**config.mk**
```make
export PLATFORM = sky130hd
export DESIGN_NAME = divider_iter_sched
export DESIGN_NICKNAME = d
export VERILOG_FILES = /design/src/rtl/divider_iter_sched.sv
export SDC_FILE = /design/constraint.sdc
export NUM_CORES = 1
export LEC_CHECK = 0
export BUFFER_PORTS_ARGS = -buffer_cell sky130_fd_sc_hd__buf_2
export CAP_MARGIN = 15
export CORE_MARGIN = 3
export CORE_UTILIZATION = 53
export CTS_BUF_LIST = sky130_fd_sc_hd__clkbuf_8
export CTS_CLUSTER_DIAMETER = 30
export DETAILED_ROUTE_END_ITERATION = 10
export MAX_ROUTING_LAYER = met4
export PLACE_DENSITY = 0.81
export SLEW_MARGIN = 15
export SYNTH_ARGS = -nofsm -noshare
export SYNTH_HDL_FRONTEND = slang
export SYNTH_SLANG_ARGS = --single-unit
```
**constraint.sdc**
```tcl
create_clock -name clk -period 1.9 [get_ports clk]
set_clock_uncertainty 0.05 [all_clocks]
set_input_delay 0.38 -clock clk [delete_from_list [all_inputs] [get_ports clk]]
set_output_delay 0.38 -clock clk [all_outputs]
set_load 0.05 [all_outputs]
```
**src/rtl/divider_iter_sched.sv**
```systemverilog
// Two-requester scheduler around one shared radix-2 restoring divide step, iterated N times per op.
// Define DIVSCHED_ROUND_ROBIN_EN for round-robin tie-breaking; otherwise requester 0 wins ties.
module divider_iter_sched #(
    parameter int N = 4,
    parameter int M = 3
) (
    input  logic         clk,
    input  logic         rstn,
    input  logic         req0_valid,
    output logic         req0_ready,
    input  logic [N-1:0] req0_dividend,
    input  logic [M-1:0] req0_divisor,
    input  logic         req1_valid,
    output logic         req1_ready,
    input  logic [N-1:0] req1_dividend,
    input  logic [M-1:0] req1_divisor,
    output logic         out_valid,
    input  logic         out_ready,
    output logic         out_id,
    output logic [N-1:0] out_quotient,
    output logic [M-1:0] out_remainder,
    output logic         out_dz,
    output logic         busy
);
    localparam int CW = (N > 1) ? $clog2(N) : 1;

    typedef enum logic [1:0] {IDLE, ITER, DONE} state_t;

    state_t         state, state_nxt;
    logic [N-1:0]   d_q, q_q;
    logic [M-1:0]   v_q;
    logic [M:0]     r_q;
    logic [CW-1:0]  cnt_q;
    logic           id_q, dz_q, last_grant;

    logic           grant, accept;
    logic [N-1:0]   sel_dividend;
    logic [M-1:0]   sel_divisor;
    logic [N+M-1:0] dividend_ext;
    logic [M:0]     p, diff;
    logic           take;

    always_comb begin
        grant = req1_valid & ~req0_valid;
        if (req0_valid && req1_valid) begin
`ifdef DIVSCHED_ROUND_ROBIN_EN
            grant = ~last_grant;
`else
            grant = 1'b0;
`endif
        end
    end

`ifndef DIVSCHED_ROUND_ROBIN_EN
    // Pointer is still tracked in the fixed-priority build so both builds share state behaviour.
    logic unused_last_grant;
    assign unused_last_grant = last_grant;
`endif

    // Readies are gated by rstn so nothing is accepted while reset is held.
    assign accept       = rstn && (state == IDLE) && (req0_valid || req1_valid);
    assign req0_ready   = accept && !grant;
    assign req1_ready   = accept && grant;
    assign sel_dividend = grant ? req1_dividend : req0_dividend;
    assign sel_divisor  = grant ? req1_divisor  : req0_divisor;
    assign dividend_ext = {{M{1'b0}}, sel_dividend};

    assign p    = {r_q[M-1:0], d_q[N-1]};
    assign take = (p >= {1'b0, v_q});
    assign diff = p - {1'b0, v_q};

    always_comb begin
        state_nxt = state;
        case (state)
            IDLE:    if (accept) state_nxt = (sel_divisor == '0) ? DONE : ITER;
            ITER:    if (cnt_q == '0) state_nxt = DONE;
            DONE:    if (out_ready) state_nxt = IDLE;
            default: state_nxt = IDLE;
        endcase
    end

    always_ff @(posedge clk or negedge rstn) begin
        if (!rstn) state <= IDLE;
        else       state <= state_nxt;
    end

    always_ff @(posedge clk or negedge rstn) begin
        if (!rstn) begin
            d_q        <= '0;
            q_q        <= '0;
            v_q        <= '0;
            r_q        <= '0;
            cnt_q      <= '0;
            id_q       <= 1'b0;
            dz_q       <= 1'b0;
            last_grant <= 1'b1;
        end else begin
            case (state)
                IDLE: begin
                    if (accept) begin
                        d_q        <= sel_dividend;
                        v_q        <= sel_divisor;
                        id_q       <= grant;
                        last_grant <= grant;
                        cnt_q      <= CW'(N - 1);
                        if (sel_divisor == '0) begin
                            q_q  <= '1;
                            r_q  <= {1'b0, dividend_ext[M-1:0]};
                            dz_q <= 1'b1;
                        end else begin
                            q_q  <= '0;
                            r_q  <= '0;
                            dz_q <= 1'b0;
                        end
                    end
                end
                ITER: begin
                    r_q <= take ? diff : p;
                    q_q <= {q_q[N-2:0], take};
                    d_q <= d_q << 1;
                    if (cnt_q != '0) cnt_q <= cnt_q - CW'(1);
                end
                default: ;
            endcase
        end
    end

    // The partial remainder always ends below the divisor, so its top bit never reaches the output.
    logic unused_r_msb;
    assign unused_r_msb = r_q[M];

    assign out_valid     = (state == DONE);
    assign busy          = (state != IDLE);
    assign out_id        = id_q;
    assign out_quotient  = q_q;
    assign out_remainder = r_q[M-1:0];
    assign out_dz        = dz_q;
endmodule

```
==> summary.md, run 1 <==
| Metric | Value |
|---|---|
| Status | `finished, final reports clean` |
| Ys Warns | `0` |
| Final Cell Area | `1470 µm²` |
| H-tree levels | `1` |
| Power Internal | `1.51 mW` |
| Synth top cells by count | `dfrtp_1 (20), nand2_1 (12), nor2_1 (12)` |
| TritonCTS buffer count | `3` |
| Initial antenna violation count | `0` |
| FP Rows | `15` |
| Kind of critical path | `flip-flop to output port` |
| # hold bufs at CTS | `0` |
| GPL Wtd Cong | `0.934` |
| Setup ws final | `0.00298 ns` |
| Syn Area/Cell | `~9.4 µm²` |
| DRT iter0 DRCs | `38` |
| N_diodes | `0` |
| Synth top area share | `0.456` |
| PortBufs | `31` |
| Clk pwr share | `0.150` |
| CTS tree | `done` |
| Drt total wl | `2.91 mm` |
| Boundary pin count | `32` |
| Routed WL per cell | `15.9 µm` |
| Vias | `1059` |
| Crit path cell chain | `or2_4 > or2_4 > nor2_4 > buf_6` |
| Pleak | `0.762 nW` |
| Reg power frac | `0.272` |
| Max Freq | `0.527 GHz` |
| Rel. slew slack | `0.628` |
| Slew Limit Fails | `0` |
| Combinational power share | `0.578` |
| Synth area leaders | `dfrtp_1 (46%), a221o_1 (8.2%), ha_1 (4.6%), nand2_1 (4.1%), nor2_1 (4.1%)` |
| Die X | `51.5 µm` |
| Most common cell in the netlist | `dfrtp_1` |
| Remaining global-route overflow | `0` |
| Sw Share | `0.458` |
| Clk sinks | `20` |
| Critical Path Max Stage Delay | `0.40 ns` |
| Net count after synthesis | `around 140` |
| Worst slew pin tran | `between 0.5 and 0.6 ns` |
| Post-layout min period | `1.90 ns` |
| Worst-Skew Late Latency | `0.26 ns` |
| Post-route ant nets | `0` |
| Root buf cell | `clkbuf_8` |
| Post-DP HPWL | `around 2.2 mm` |
| Worst vdd ir | `1.26 mV` |
| First-pass DRT Iterations | `4` |
| Share of post-route cells with drive strength above 1 | `0.361` |
| Largest net degree at the start of global routing | `21` |
| Post-DP Area | `1350 µm²` |
| Vias in the first global route | `1044` |
| Family with the most delay on the worst path | `simple AND/OR/NAND/NOR gates` |
| RSZ-0062 raised after global routing | `true` |
| Dominant cell type by area after synthesis | `dfrtp_1` |
| Mapped Area | `1100 µm²` |
| Worst endpoint required time | `roughly 1.5 ns` |
| Critical Path Most Common Cell | `or2_4` |
| Crit share post-route | `0.998` |
| Async S/R FF share, synth | `1.00` |
| Total GRT Usage | `0.264` |
| Post-synth EDFFs | `0` |
| CP max-delay cell | `dfrtp_1` |
| Worst Setup End Kind | `output port` |
| Worst path buffer plus inverter count | `1` |
| Register area share after synthesis | `0.456` |
| Area grow syn2layout | `33.6%` |
| Syn Inst Count | `around 120` |
| # nets final | `183` |
| Hold WC Path Type | `input port to async pin` |
| DRC viols | `0` |
| PwrDens | `around 1900 nW/µm²` |
| Place WS | `-0.00599 ns` |
| Die height | `51.5 µm` |
| CP Data Arrival Time | `1.47 ns` |
| Top_reg_cell synth | `dfrtp_1` |
| Number of synthesized register bits | `20` |
| Die ar. | `2650 µm²` |
| Clock transition at path regs | `0.08 ns` |
| Via density per instance | `around 5.8` |
| First-pass GRT wire length | `between 5 and 6 mm` |
| Crit start category | `flip-flop` |
| Cell variety after synth | `31` |
| Starting density of the core | `0.597` |
| Final hold vios | `0` |
| Number of max-cap violations | `0` |
| Final setup fails | `0` |
| Core ar. | `1840 µm²` |
| Net switching power | `around 1.3 mW` |
| Largest fanout on the critical path | `4` |
| Deepest clock path buffer count | `2` |
## what timing repair did
action / 4_1_cts / 5_1_grt
setup endpoints to repair: 3 / 4
pin swaps: 1 / 1
gates resized for setup: 7 / 4
buffers inserted: 1 / 1
## kinds of logic (layout without fill, tap and decap cells)
logic type | Yosys count | count (layout) | synth area share
flops | 20 | 20 | 0.456
buf+inv | 15 | 56 | 0.0592
compound gates | 28 | 28 | 0.195
fa+ha+maj | 5 | 5 | 0.0638
simple gates | 45 | 45 | 0.190
mux | 4 | 4 | 0.0364
## power groups by stage
stage	clock, mW	sequential [mW]	combinational (mW)
floorplan	0	1.03	0.844
global placement	0	0.751	1.44
detailed placement	0	0.769	1.50
CTS	0.427	0.758	1.56
global route	0.443	0.781	1.77
finish	0.420	0.760	1.61
## stage by stage
| step | hold WS, ns | total power [mW] | util | TNS [ns] | instances |
|---|---|---|---|---|---|
| 3_3_place_gp | 0.353 | 2.19 | 0.733 | 0 | 177 |
| 4_1_cts | 0.0728 | 2.74 | 0.786 | 0 | 182 |
| 3_5_place_dp | 0.360 | 2.27 | 0.733 | -0.00599 | 177 |
| 5_1_grt | 0.0920 | 2.99 | 0.798 | -0.0671 | 183 |
| 6_report | 0.0737 | 2.79 | 0.798 | 0 | 183 |
| 2_1_floorplan | 0.0344 | 1.87 | - | 0 | 117 |
## flip-flops by register name, indices dropped and copies added, names as in the netlist
name	cells
cnt_q	2
d_q	4
out_dz	1
out_id	1
out_quotient	4
r_q	3
state	2
v_q	3
## path summary, 6_finish.rpt
| kind | endpoint | cells past startpoint | slack [ns] | startpoint |
|---|---|---|---|---|
| max reg2reg | r_q[1]$_DFFE_PN0P_ | 7 | 0.14 | d_q[3]$_DFFE_PN0P_ |
| max in group asynchronous | r_q[0]$_DFFE_PN0P_ | 2 | 1.50 | rstn |
| min in group clk | v_q[1]$_DFFE_PN0P_ | 3 | 0.33 | req1_divisor[1] |
| min | r_q[0]$_DFFE_PN0P_ | 2 | 0.07 | rstn |
| max | req1_ready | 4 | 0.003 | state[1]$_DFFE_PN0P_ |
| min reg2reg | cnt_q[0]$_DFFE_PN0P_ | 1 | 0.43 | cnt_q[0]$_DFFE_PN0P_ |
## worst register-to-register path, stage by stage, from the launching register on
cell and delay [ns]:
dfrtp_1 0.33, inv_1 0.06, ha_1 0.21, fa_2 0.35, nand2b_4 0.17, nand3_2 0.10
mux2i_1 0.08, a221o_1 0.29
## layout by cell type (no fill, tap or decap), types with 2 or more instances in the layout
cell / count
dfrtp_1: 19
nand3_1: 4
buf_4: 12
nand2b_1: 2
ha_1: 4
nor2_4: 2
buf_2: 29
clkbuf_8: 3
a21o_1: 2
a31oi_1: 4
nand2_1: 12
nor3_1: 6
or2_4: 2
a21oi_1: 4
nor2_1: 10
inv_1: 8
a221o_1: 9
nor2b_1: 3
mux2i_1: 4
o21ai_1: 2
## final cells by class
type,instances,area (µm²)
Tap cell,25,31.3
Inverter,9,33.8
Sequential cell,20,502
Multi-Input combinational cell,82,568
Fill cell,123,372
Clock buffer,3,41.3
Timing Repair Buffer,43,262
Clock inverter,1,30.0
## metal layers
metal | share of wire | up-vias | global-route usage
met3 | 0.073 | 2 | 0.0516
met1 | 0.44 | 504 | 0.334
met4 | 0.0045 | 0 | 0.0611
li1 | - | 499 | -
met5 | 0 | - | -
met2 | 0.48 | 54 | 0.441
Power figures use the tool's default switching activity.
==> run 2, diff against run 1 <==
==> constraint.sdc (replaced) <==
create_clock -name clk -period 1.9 [get_ports clk]
set_clock_uncertainty 0.05 [all_clocks]
set_input_delay 0.38 -clock clk [delete_from_list [all_inputs] [get_ports clk]]
set_output_delay 0.38 -clock clk [all_outputs]
set_load 0.005 [all_outputs]
==> run 2 against run 1 <==
  * Setup slack gained 0.029 ns
  * Worst hold slack lost 0.0066 ns
  * Utilization shrank 1.6 points
  * Global-route usage shrank 0.52 points
  * Sequential share of layout area grew 0.63 points
  * Die area is the same
  * Non-clock buffer count shrank 1
  * Critical path depth is the same
  * Via count shrank 0.19%
  * Combinational power shrank 26%
  * Cell area shrank 2.0%
  * Critical path type unchanged
  * Largest cell class unchanged
  * Largest power group unchanged
==> summary.md, run 2 (synthesis results as in run 1) <==
| Metric | Value |
|---|---|
| Total GRT Usage | `0.259` |
| Worst slew pin tran | `0.608 ns` |
| Largest net degree at the start of global routing | `21` |
| # nets final | `182` |
| Crit share post-route | `0.983` |
| DRC viols | `0` |
| Pleak | `0.755 nW` |
| Rel. slew slack | `0.593` |
| Vias | `1057` |
| Final hold vios | `0` |
| Routed WL per cell | `between 15 and 20 µm` |
| Clk sinks | `20` |
| FP Rows | `15` |
| CTS tree | `done` |
| Post-route ant nets | `0` |
| Fin Setup TNS | `0 ns` |
| Most common library cell in the layout ignoring fill and taps | `buf_2` |
| Area grow syn2layout | `30.9%` |
| PortBufs | `31` |
| Die height | `between 50 and 60 µm` |
| Largest fanout on the critical path | `3` |
| Worst vdd ir | `0.886 mV` |
| Remaining global-route overflow | `0` |
| Die ar. | `2650 µm²` |
| Final setup fails | `0` |
| Boundary pin count | `32` |
| Worst endpoint required time | `around 1.5 ns` |
| Post-layout min period | `1.87 ns` |
| Hold WC Path Type | `input port to async pin` |
| Initial antenna violation count | `0` |
| R2R Path Start | `d_q[3]$_DFFE_PN0P_` |
| Worst-Skew Late Latency | `about 0.26 ns` |
| CP Launch Point | `state[1]$_DFFE_PN0P_` |
| Core ar. | `1840 µm²` |
| PwrDens | `1660 nW/µm²` |
| # hold bufs at CTS | `0` |
| DRT iter0 DRCs | `28` |
| Fillers | `133` |
| N_diodes | `0` |
| Crit start category | `flip-flop` |
| Share of post-route cells with drive strength above 1 | `0.344` |
| Vias in the first global route | `1103` |
| Commonest non-fill, non-tap cells in the layout | `buf_2 (31), dfrtp_1 (20), nand2_1 (12)` |
| GPL Wtd Cong | `~0.83` |
| Starting density of the core | `0.597` |
| Drt total wl | `2.90 mm` |
| Max Freq | `0.535 GHz` |
| Deepest clock path buffer count | `2` |
| Die X | `51.5 µm` |
| First-pass DRT Iterations | `4` |
| Worst Setup End Kind | `output port` |
| Number of max-cap violations | `0` |
| TritonCTS buffer count | `3` |
| Via density per instance | `5.81` |
| Status | `finished, final reports clean` |
| Clock transition at path regs | `0.08 ns` |
| Slew Limit Fails | `0` |
| Root buf cell | `clkbuf_8` |
| Post-DP HPWL | `2.15 mm` |
| CP Data Arrival Time | `1.44 ns` |
| Kind of critical path | `flip-flop to output port` |
| H-tree levels | `1` |
| Final design utilization | `0.782` |
| First-pass GRT wire length | `between 4 and 5 mm` |
==> run 2: cell count changes in the layout (fill, tap and decap cells not counted), sizes merged <==
| cell | previous run | this run |
|---|---|---|
| buf | 43 | 42 |
==> run 2: where the power goes <==
| group | total (mW) | switching, mW | internal, mW |
|---|---|---|---|
| sequential | 0.763 | 0.145 | 0.618 |
| clock | 0.433 | 0.152 | 0.281 |
| combinational | 1.19 | 0.610 | 0.581 |
==> run 2: worst max-delay path, cell delays in order (launching register included) <==
cell and delay (ns):
dfrtp_1 0.41, or2_4 0.27, or2_4 0.26, nor2_2 0.12
buf_2 0.12
==> run 2: timing repair <==
action,in CTS,in global routing
pin swaps,3,2
setup buffers,1,3
setup endpoints to repair,3,4
resized for setup,2,7
==> run 2: cell type report <==
type	count	area, µm²	area share
sequential	20	500	0.348
multi-input combinational	82	563	0.392
timing repair buffer	42	238	0.165
tap	25	31.3	0.0218
clock buffer	3	41.3	0.0287
inverter	9	33.8	0.0235
clock inverter	1	30.0	0.0209
==> run 2: layer usage <==
| layer | GRT usage | vias to the layer above | wire (µm) |
|---|---|---|---|
| li1 | - | 497 | - |
| met1 | 0.316 | 502 | 1200 |
| met2 | 0.413 | 43 | 1390 |
| met3 | 0.0401 | 15 | 208 |
| met4 | 0.140 | 0 | 107 |
| met5 | - | - | 0 |
==> run 2: metrics by stage <==
stage	std cells	hold slack, ns	power, mW	area [µm²]	worst slack [ns]
after floorplan	117	0.0344	1.48	1100	0.133
after global placement	174	0.358	1.78	1310	0.0883
after detailed placement	174	0.360	1.84	1310	-0.000185
after CTS	179	0.0746	2.30	1390	-0.000747
after global routing	182	0.0940	2.59	1440	-0.0120
final	182	0.0671	2.39	1440	0.0322
==> run 2: worst paths after layout <==
| kind | to | slack, ns | depth (start not counted) |
|---|---|---|---|
| hold reg to reg | cnt_q[0]$_DFFE_PN0P_ | 0.43 | 1 |
| setup reg to reg | r_q[1]$_DFFE_PN0P_ | 0.11 | 7 |
| max in group asynchronous | d_q[0]$_DFFE_PN0P_ | 1.52 | 2 |
| min in group clk | v_q[1]$_DFFE_PN0P_ | 0.32 | 3 |
| hold / removal | r_q[1]$_DFFE_PN0P_ | 0.07 | 2 |
| setup / recovery | req0_ready | 0.03 | 4 |
==> run 3, diff against run 2 <==
--- a/config.mk
+++ b/config.mk
@@ -5,15 +5,15 @@
 export SDC_FILE = /design/constraint.sdc
 export NUM_CORES = 1
 export LEC_CHECK = 0
-export BUFFER_PORTS_ARGS = -buffer_cell sky130_fd_sc_hd__buf_2
 export CAP_MARGIN = 15
 export CORE_MARGIN = 3
-export CORE_UTILIZATION = 53
+export CORE_UTILIZATION = 60
 export CTS_BUF_LIST = sky130_fd_sc_hd__clkbuf_8
 export CTS_CLUSTER_DIAMETER = 30
 export DETAILED_ROUTE_END_ITERATION = 10
+export DONT_BUFFER_PORTS = 1
 export MAX_ROUTING_LAYER = met4
-export PLACE_DENSITY = 0.81
+export PLACE_DENSITY = 0.76
 export SLEW_MARGIN = 15
 export SYNTH_ARGS = -nofsm -noshare
 export SYNTH_HDL_FRONTEND = slang
==> run 3 against run 2 <==
  * Global-route usage is 2.8 points lower
  * Highest routed layer unchanged
  * Non-clock buffer count shrank 34
  * Clock power shrank 1%
  * Worst hold slack better by 0.14 ns
  * Via count fell by 16%
==> summary.md, run 3 (synthesis results as in run 1) <==
| Metric | Value |
|---|---|
| Status | `finished, final reports clean` |
| Most common library cell in the layout ignoring fill and taps | `dfrtp_1` |
| H-tree levels | `1` |
| Pleak | `slightly above 0.6 nW` |
| TritonCTS buffer count | `3` |
| Root buf cell | `clkbuf_8` |
| Vias in the first global route | `874` |
| Crit start category | `flip-flop` |
| Clock transition at path regs | `0.08 ns` |
| Post-DP Area | `1140 µm²` |
| Met3 GRT Util | `0.0459` |
| Remaining global-route overflow | `0` |
| Slew Limit Fails | `0` |
| Boundary pin count | `32` |
| CP Data Arrival Time | `1.41 ns` |
| Place WS | `0.0137 ns` |
| DRC viols | `0` |
| PortBufs | `0` |
| Total GRT Usage | `0.231` |
| WHS | `0.205 ns` |
| N_diodes | `0` |
| Worst-Skew Late Latency | `about 0.26 ns` |
| Die ar. | `2380 µm²` |
| Via density per instance | `slightly above 6` |
| Cells after DPL | `approximately 140` |
| Starting density of the core | `0.682` |
| Final setup fails | `0` |
| Post-DP HPWL | `1.87 mm` |
| Clk sinks | `20` |
| Final Cell Area | `approximately 1300 µm²` |
| Met1 Usage GRT | `0.285` |
| Die X | `48.8 µm` |
| Rel. slew slack | `0.404` |
| Final design utilization | `0.778` |
| # nets final | `148` |
| Drt total wl | `between 2 and 2.5 mm` |
| Setup ws final | `0.0621 ns` |
| Commonest non-fill, non-tap cells in the layout | `dfrtp_1 (20), nand2_1 (12), nor2_1 (10)` |
| First-pass GRT wire length | `4.07 mm` |
| DRT iter0 DRCs | `11` |
| Initial antenna violation count | `0` |
| Worst Setup End Kind | `output port` |
| Deepest clock path buffer count | `2` |
| First-pass DRT Iterations | `4` |
| Vias | `890` |
| Worst endpoint required time | `1.47 ns` |
| CTS tree | `done` |
| Routed WL per cell | `16.9 µm` |
| GPL Wtd Cong | `roughly 0.83` |
| Total Power | `2.24 mW` |
| Core ar. | `1610 µm²` |
| Finished Layout Cells | `147` |
| Worst vdd ir | `1.08 mV` |
| Met2 usage | `0.369` |
| Die height | `48.8 µm` |
| Crit share post-route | `0.967` |
| Fin Setup TNS | `0 ns` |
| Kind of critical path | `flip-flop to output port` |
| Gr busiest metal | `met2` |
| Number of max-cap violations | `0` |
| Share of post-route cells with drive strength above 1 | `0.146` |
| Post-route ant nets | `0` |
| Post-layout min period | `~1.8 ns` |
| Largest fanout on the critical path | `10` |
| FP Rows | `14` |
| Largest net degree at the start of global routing | `21` |
| Worst slew pin tran | `0.891 ns` |
| Area grow syn2layout | `14.1%` |
| Max Freq | `0.544 GHz` |
| Final hold vios | `0` |
| PwrDens | `roughly 1800 nW/µm²` |
| Hold WC Path Type | `input port to flip-flop` |
run 3: metal layers:
layer / vias up / share of wire
li1: 430 / -
met1: 414 / 0.44
met2: 38 / 0.47
met3: 8 / 0.067
met4: 0 / 0.027
met5: - / 0
run 3: critical path: stages (launching register included):
cell	delay (ns)
dfrtp_1	0.40
or2_1	0.29
or2_4	0.30
nor2_2	0.15
run 3: final timing paths:
kind	to	depth (start not counted)	start	slack, ns
max in group asynchronous	cnt_q[1]$_DFFE_PN0P_	1	rstn	0.62
min	v_q[1]$_DFFE_PN0P_	2	req1_divisor[1]	0.20
max	req1_ready	3	state[1]$_DFFE_PN0P_	0.06
min reg2reg	cnt_q[0]$_DFFE_PN0P_	1	cnt_q[0]$_DFFE_PN0P_	0.43
min in group asynchronous	r_q[2]$_DFFE_PN0P_	1	rstn	0.63
max reg2reg	r_q[0]$_DFFE_PN0P_	6	v_q[0]$_DFFE_PN0P_	0.12
run 3: power by group:
part	internal [mW]	switching [mW]	leakage, nW
registers	0.618	0.148	0.247
clock network	0.281	0.147	0.0357
logic	0.492	0.556	0.323
total	1.39	0.851	0.605
run 3: repair_timing:
action	CTS	global route
endpoints found under the setup margin	3	4
hold buffers	1	0
cloned	0	0
hold endpoints to repair	20	0
pin swaps	0	1
resized for setup	3	4
setup buffers	0	1
run 3: final cells by class:
cell class / count / area (µm²)
timing repair buffer: 8 / 62.6
tap: 24 / 30.0
fill: 118 / 358
inverter: 9 / 33.8
multi-input combinational: 82 / 556
clock buffer: 3 / 41.3
sequential: 20 / 500
clock inverter: 1 / 30.0
